## src/rtl/db9_md_pad_scanner.sv

```systemverilog
// Mega Drive 3/6-button pad / DB9 joystick scanner: drives pin-7 select through 8 phases per scan,
// decodes the samples and publishes a 2-scan-agreement filtered negative-logic button word.
module db9_md_pad_scanner #(
  parameter int unsigned STEP_CYCLES = 480,
  parameter int unsigned SCAN_PERIOD = 96000
) (
  input  logic        clk_sys,
  input  logic        reset_n,
  input  logic        enable,
  input  logic [5:0]  joy_in,
  output logic        db9_select,
  output logic [11:0] joy_out,
  output logic        six_btn,
  output logic        present,
  output logic        scan_done
);

  localparam int unsigned MinPeriod = 8 * STEP_CYCLES + 1;
  localparam int unsigned EffPeriod = (SCAN_PERIOD > MinPeriod) ? SCAN_PERIOD : MinPeriod;
  localparam int unsigned PerW      = $clog2(EffPeriod);
  localparam int unsigned StepW     = $clog2(STEP_CYCLES);
  localparam logic [PerW-1:0]  PeriodLast = PerW'(EffPeriod - 1);
  localparam logic [StepW-1:0] StepLast   = StepW'(STEP_CYCLES - 1);

  typedef enum logic [1:0] {StIdle, StPhase, StCommit} state_e;

  state_e            state_q, state_d;
  logic [2:0]        phase_q, phase_d;
  logic [StepW-1:0]  step_q, step_d;
  logic [PerW-1:0]   period_q, period_d;
  logic              sel_q, sel_d;
  logic              sample_en;

  // Raw active-low samples: dpad = {U, D, L, R}, zyxm = {Z, Y, X, M}
  logic [3:0]        dpad_q, zyxm_q;
  logic              b_q, c_q, a_q, s_q;
  logic              md_det_q, six_det_q;
  logic [11:0]       cand_q, joy_q, new_word;
  logic              six_q, present_q, six_ok;

  // State register
  always_ff @(posedge clk_sys or negedge reset_n) begin
    if (!reset_n) begin
      state_q  <= StIdle;
      phase_q  <= '0;
      step_q   <= '0;
      period_q <= '0;
      sel_q    <= 1'b1;
    end else begin
      state_q  <= state_d;
      phase_q  <= phase_d;
      step_q   <= step_d;
      period_q <= period_d;
      sel_q    <= sel_d;
    end
  end

  // Next-state logic; the period counter saturates so a held-off scan starts at once on enable
  always_comb begin
    state_d   = state_q;
    phase_d   = phase_q;
    step_d    = step_q;
    period_d  = (period_q >= PeriodLast) ? period_q : period_q + PerW'(1);
    sample_en = 1'b0;
    unique case (state_q)
      StIdle: begin
        if (enable && (period_q >= PeriodLast)) begin
          state_d  = StPhase;
          phase_d  = '0;
          step_d   = '0;
          period_d = '0;
        end
      end
      StPhase: begin
        if (step_q == StepLast) begin
          sample_en = 1'b1;
          step_d    = '0;
          if (phase_q == 3'd7) state_d = StCommit;
          else                 phase_d = phase_q + 3'd1;
        end else begin
          step_d = step_q + StepW'(1);
        end
      end
      StCommit: state_d = StIdle;
      default:  state_d = StIdle;
    endcase
    sel_d = (state_d == StPhase) ? ~phase_d[0] : 1'b1;
  end

  // Output logic
  always_comb begin
    six_ok    = md_det_q & six_det_q;
    new_word  = {six_ok ? {zyxm_q[0], zyxm_q[1], zyxm_q[2], zyxm_q[3]} : 4'hF,
                 md_det_q ? {s_q, a_q} : 2'b11,
                 c_q, b_q, dpad_q[0], dpad_q[1], dpad_q[2], dpad_q[3]};
    scan_done  = (state_q == StCommit);
    db9_select = sel_q;
    joy_out    = joy_q;
    six_btn    = six_q;
    present    = present_q;
  end

  // Phase samples and filtered publication
  always_ff @(posedge clk_sys or negedge reset_n) begin
    if (!reset_n) begin
      dpad_q    <= 4'hF;
      zyxm_q    <= 4'hF;
      b_q       <= 1'b1;
      c_q       <= 1'b1;
      a_q       <= 1'b1;
      s_q       <= 1'b1;
      md_det_q  <= 1'b0;
      six_det_q <= 1'b0;
      cand_q    <= 12'hFFF;
      joy_q     <= 12'hFFF;
      six_q     <= 1'b0;
      present_q <= 1'b0;
    end else begin
      if (sample_en) begin
        case (phase_q)
          3'd0: begin
            dpad_q <= joy_in[3:0];
            b_q    <= joy_in[4];
            c_q    <= joy_in[5];
          end
          3'd1: begin
            a_q      <= joy_in[4];
            s_q      <= joy_in[5];
            md_det_q <= (joy_in[1:0] == 2'b00);
          end
          3'd5: six_det_q <= (joy_in[3:0] == 4'b0000);
          3'd6: zyxm_q    <= joy_in[3:0];
          default: ;
        endcase
      end
      if (state_q == StCommit) begin
        cand_q <= new_word;
        if (new_word == cand_q) begin
          joy_q     <= new_word;
          present_q <= md_det_q;
          six_q     <= six_ok;
        end
      end
    end
  end

endmodule
```

## config.mk

```make
export PLATFORM = sky130hd
export DESIGN_NAME = db9_md_pad_scanner
export DESIGN_NICKNAME = d
export VERILOG_FILES = /design/src/rtl/db9_md_pad_scanner.sv
export SDC_FILE = /design/constraint.sdc
export NUM_CORES = 1
export LEC_CHECK = 0
export ABC_AREA = 1
export BUFFER_PORTS_ARGS = -buffer_cell sky130_fd_sc_hd__buf_2
export CAP_MARGIN = 25
export CORE_MARGIN = 5
export CORE_UTILIZATION = 50
export CTS_CLUSTER_DIAMETER = 80
export DETAILED_ROUTE_END_ITERATION = 16
export HOLD_SLACK_MARGIN = 0.05
export PLACE_DENSITY_LB_ADDON = 0.1
export SLEW_MARGIN = 20
export SYNTH_ARGS = -nofsm -noshare
export SYNTH_HDL_FRONTEND = slang
export SYNTH_SLANG_ARGS = --single-unit
```

## constraint.sdc

```tcl
create_clock -name clk_sys -period 4.6 [get_ports clk_sys]
set_input_delay 0.46 -clock clk_sys [delete_from_list [all_inputs] [get_ports clk_sys]]
set_output_delay 0.46 -clock clk_sys [all_outputs]
set_load 0.05 [all_outputs]
```

# After elaboration in Yosys (flattened, before gate mapping)
# Index checks and enable logic that the tools add are counted.
[word_totals]
output_inout_bits = 16
input_bits = 9
register_bits = 72
[classes]
eq_ne = 12
n_mux = 19
addsub = 3
n_reduce_logical = 13
bitwise = 2
n_lt_le_gt_ge = 1
[ops]
columns = ["operator", "n"]
rows = [
  ["17-bit two-way mux", 3],
  ["9-bit two-way mux", 2],
  ["9-bit case mux with 2 select lines", 1],
  ["17-bit by 1-bit adder with 17-bit output (second input constant)", 1],
  ["17-bit greater-or-equal comparator (second input constant)", 1],
  ["12-bit equality test", 1],
  ["2-bit AND reduction", 6],
  ["9-bit by 1-bit adder with 9-bit output (second input constant)", 1],
  ["3-bit equality test (second input constant)", 3],
  ["9-bit equality test (second input constant)", 1],
  ["3-bit two-way mux", 3],
  ["2-bit two-way mux", 4],
  ["2-bit != test (second input constant)", 3],
  ["3-bit case mux with 2 select lines", 1],
  ["2-bit by 1-bit equality test with 1-bit output (second input constant)", 2],
  ["2-bit logical NOT", 2],
  ["4-bit logical NOT", 1],
  ["4-bit two-way mux", 1],
  ["2-bit case mux with 2 select lines", 1],
  ["4-bit AND reduction", 1],
  ["3-bit by 1-bit adder with 3-bit output (second input constant)", 1],
  ["3-bit by 1-bit equality test with 1-bit output (second input constant)", 1],
  ["3-bit logical NOT", 1],
  ["1-bit two-way mux", 3],
  ["5 further kinds", 5],
]

# Longest topological paths before layout
[logic_depth]
depth_word = 6
mapped_depth = 11
depth_no_buf = 11

# Worst setup path after synthesis
# Ideal clock, no wire load.
[synth_timing]
path_kind = "reg2out"
startpoint = "reg state_q[0]"
endpoint = "out scan_done"
arrival_time_ns = 1.298
path_buffers = 1
t_required_ns = 4.140
slack_ns = 2.842
path_stages_with_launch = 5
cell_sequence = "dfrtp_1 -> inv_1 -> nand2_1 -> clkinv_1 -> clkbuf_1"
[synth_between]
elab_chain_len = 1
[synth_lines]
columns = ["item", "line_no", "source"]
rows = [
  ["start, declared", "27", "state_e state_q, state_d;"],
  ["start signal, assigned", "44", "state_q <= StIdle;"],
  ["start signal, assigned", "50", "state_q <= state_d;"],
  ["2-bit equality test", "96", "scan_done = (state_q == StCommit);"],
  ["end, declared", "15", "output logic scan_done"],
]
# No other way between the ends.

# Worst setup path after layout
[layout_timing]
startpoint = "reg state_q[1]"
endpoint = "out scan_done"
# Same word-level chain as after synthesis.

==> flow_metrics.tcl <==
set metrics [dict create \
    synth.area.top_cells "dfstp_2 (24%), dfrtp_1 (22%), nand2_1 (13%), nand3_1 (8.1%), inv_1 (6.5%)" \
    syn_to_final_growth_pct 11.1 \
    hold_class "input pin to asynchronous set/reset pin" \
    hold_violations 0 \
    cts_resized 0 \
    synth_fp_nets 539 \
    rr_endpoint "period_q[0]" \
    viasPerCell 5.07 \
    endpoint_kind "primary output" \
    hold_buffers 0 \
    arrival_ps 2020 \
    vias 3349 \
    grt_max_degree 46 \
    wl_per_cell_um 12.8 \
    die_h_um 99.7 \
    clock-sinks 72 \
    synthArstFlopShare 1.00 \
    cp.required_ps 4140 \
    dp_hpwl_um 6240 \
    rsz0062_at_grt "no" \
    ir_drop_mv 0.168 \
    synth_top_area_share 0.241 \
    fillers 739 \
    drc 0 \
    start_util 0.518 \
    cts_made_buffers 9 \
    p_per_area_nw_per_um2 271 \
    antenna_found_initial 0 \
    final_cell_mix "nand2_1 (140), inv_1 (70), nand3_1 (65)" \
    reg2reg_slack_ps 2340 \
    avgSynthCellArea_um2 7.70 \
    layout_min_cycle_time_ps 2480 \
    post_cts_buffers 0 \
    grt-ovfl-total 0 \
    cap_violations 0 \
    total_power_mw 1.21 \
    multiInputGateArea_um2 1860 \
    ctsHtreeMaxLevel 3 \
    drtIter0Drc 174 \
    fmax_mhz 403 \
    yosysTopAreaCell "dfstp_2" \
    worst_hold_slack_ps 124 \
    numPortBuffers 24 \
    synth_seq_cells 72 \
    first_global_vias 3207 \
    drv_slew 0 \
    worstSetupPathType "flop to primary output" \
    netlist_instances 523 \
    p_leak_nw 2.31 \
    routed_wl_um 8450 \
    netlist_area_um2 4030 \
    path_max_fanout 19 \
    start_kind "flop" \
    gp_congestion 0.972 \
    io_pins 25 \
    layout-drive-gt1-share 0.194 \
    reg2reg_from "period_q[0]" \
    die_w_um 99.7 \
    final-seq-area_um2 1850 \
    antennaDiodeCount 0 \
    synth_ff_type "dfstp_2" \
    relSlewSlack 0.561 \
    synthDistinctLibCells 32 \
    clock-root-buffer "clkbuf_8" \
    clock_path_buffers 2 \
    ant_nets 0 \
    path_clk_slew_ps 80 \
    core_um2 7770 \
    tns_ps 0 \
    period_share 0.539 \
    clkLatencyLatePin_ps 340 \
    drtPass1Iterations 4 \
    status "finished clean" \
    nets 569 \
    synth-seq-area-share 0.459 \
    placementRows 32 \
    ys_warn_count 0 \
    reg2reg_depth 10 \
    skew_ps 12.1 \
    tightest_slew_ps 653 \
    cts_tree "built" \
    track_usage 0.186 \
    grt_pass1_wl_um 14800 \
    setup_violations 0 \
    dieArea_um2 9950 \
    synth_edf_count 0 \
    mostFrequentLayoutCell "nand2_1" \
]
## report_power, final
part           internal (mW)  switching [mW]
combinational        0.00415          0.0181
clock                  0.318           0.238
sequential             0.635        0.000662
## cell type report
cell class,count,area share
Multi-Input combinational cell,370,0.415
Sequential cell,72,0.413
Inverter,74,0.0621
Clock buffer,13,0.0406
Timing Repair Buffer,26,0.0302
Tap cell,102,0.0285
Clock inverter,3,0.0101
## stage by stage
stage	cell area (µm²)	setup WS, ps	instances	utilization
5_1_grt	4470	1910	660	0.576
3_5_place_dp	4240	2330	643	0.546
6_report	4470	2120	660	0.576
2_1_floorplan	4030	2840	523	-
3_3_place_gp	4240	2380	643	0.546
4_1_cts	4470	2110	659	0.575
## logic make-up after synthesis
| logic type | synth area share |
|---|---|
| DFF | 0.459 |
| xor gates and xnor gates | 0.0261 |
| adders and majority gates | 0.0218 |
| and+or+nand+nor | 0.348 |
| AOI/OAI and AO/OA | 0.0653 |
| buffers and inverters | 0.0796 |
## worst max-delay path, stage by stage (launching register included)
cell	delay [ps]
dfrtp_1	400
nand2_1	330
clkinv_1	550
buf_2	400
## metal layers
metal | vias up | wire, µm | GRT usage
met1 | 1553 | 3890 | 0.230
met5 | - | 0 | 0
met3 | 16 | 243 | 0.0309
met2 | 43 | 4150 | 0.319
li1 | 1737 | - | -
met4 | 0 | 163 | 0.0777
## registers in the layout, summed over array words and instances (netlist names), 2 cells and up
register  flops
cand_q       12
dpad_q        4
joy_out      12
period_q     17
phase_q       3
state_q       2
step_q        9
zyxm_q        4
## how the worst max path moves through the flow
| stage | startpoint | to | slack [ps] | cells after the start |
|---|---|---|---|---|
| final | state_q[1] | scan_done | 2120 | 3 |
| after global routing | state_q[0] | scan_done | 1910 | 4 |
| after CTS | state_q[1] | scan_done | 2110 | 3 |
| after detailed placement | period_q[0] | period_q[1] | 2330 | 10 |
| after global placement | period_q[0] | period_q[15] | 2380 | 10 |
| after floorplan | state_q[0] | scan_done | 2840 | 4 |
## synth_stat cells, types with 3 or more instances
cell type and instances:
clkbuf_1 3, dfrtp_1 35, dfstp_2 37, ha_1 7
inv_1 70, nand2_1 140, nand2_2 4, nand2_4 3
nand3_1 65, nand4_1 18, nor2_1 53, nor2_2 4
nor2_4 3, nor3_1 8, o21ai_0 28, o21ai_2 8
o21bai_1 4, or2_2 4, xor2_1 10
Power figures use the tool's default switching activity.
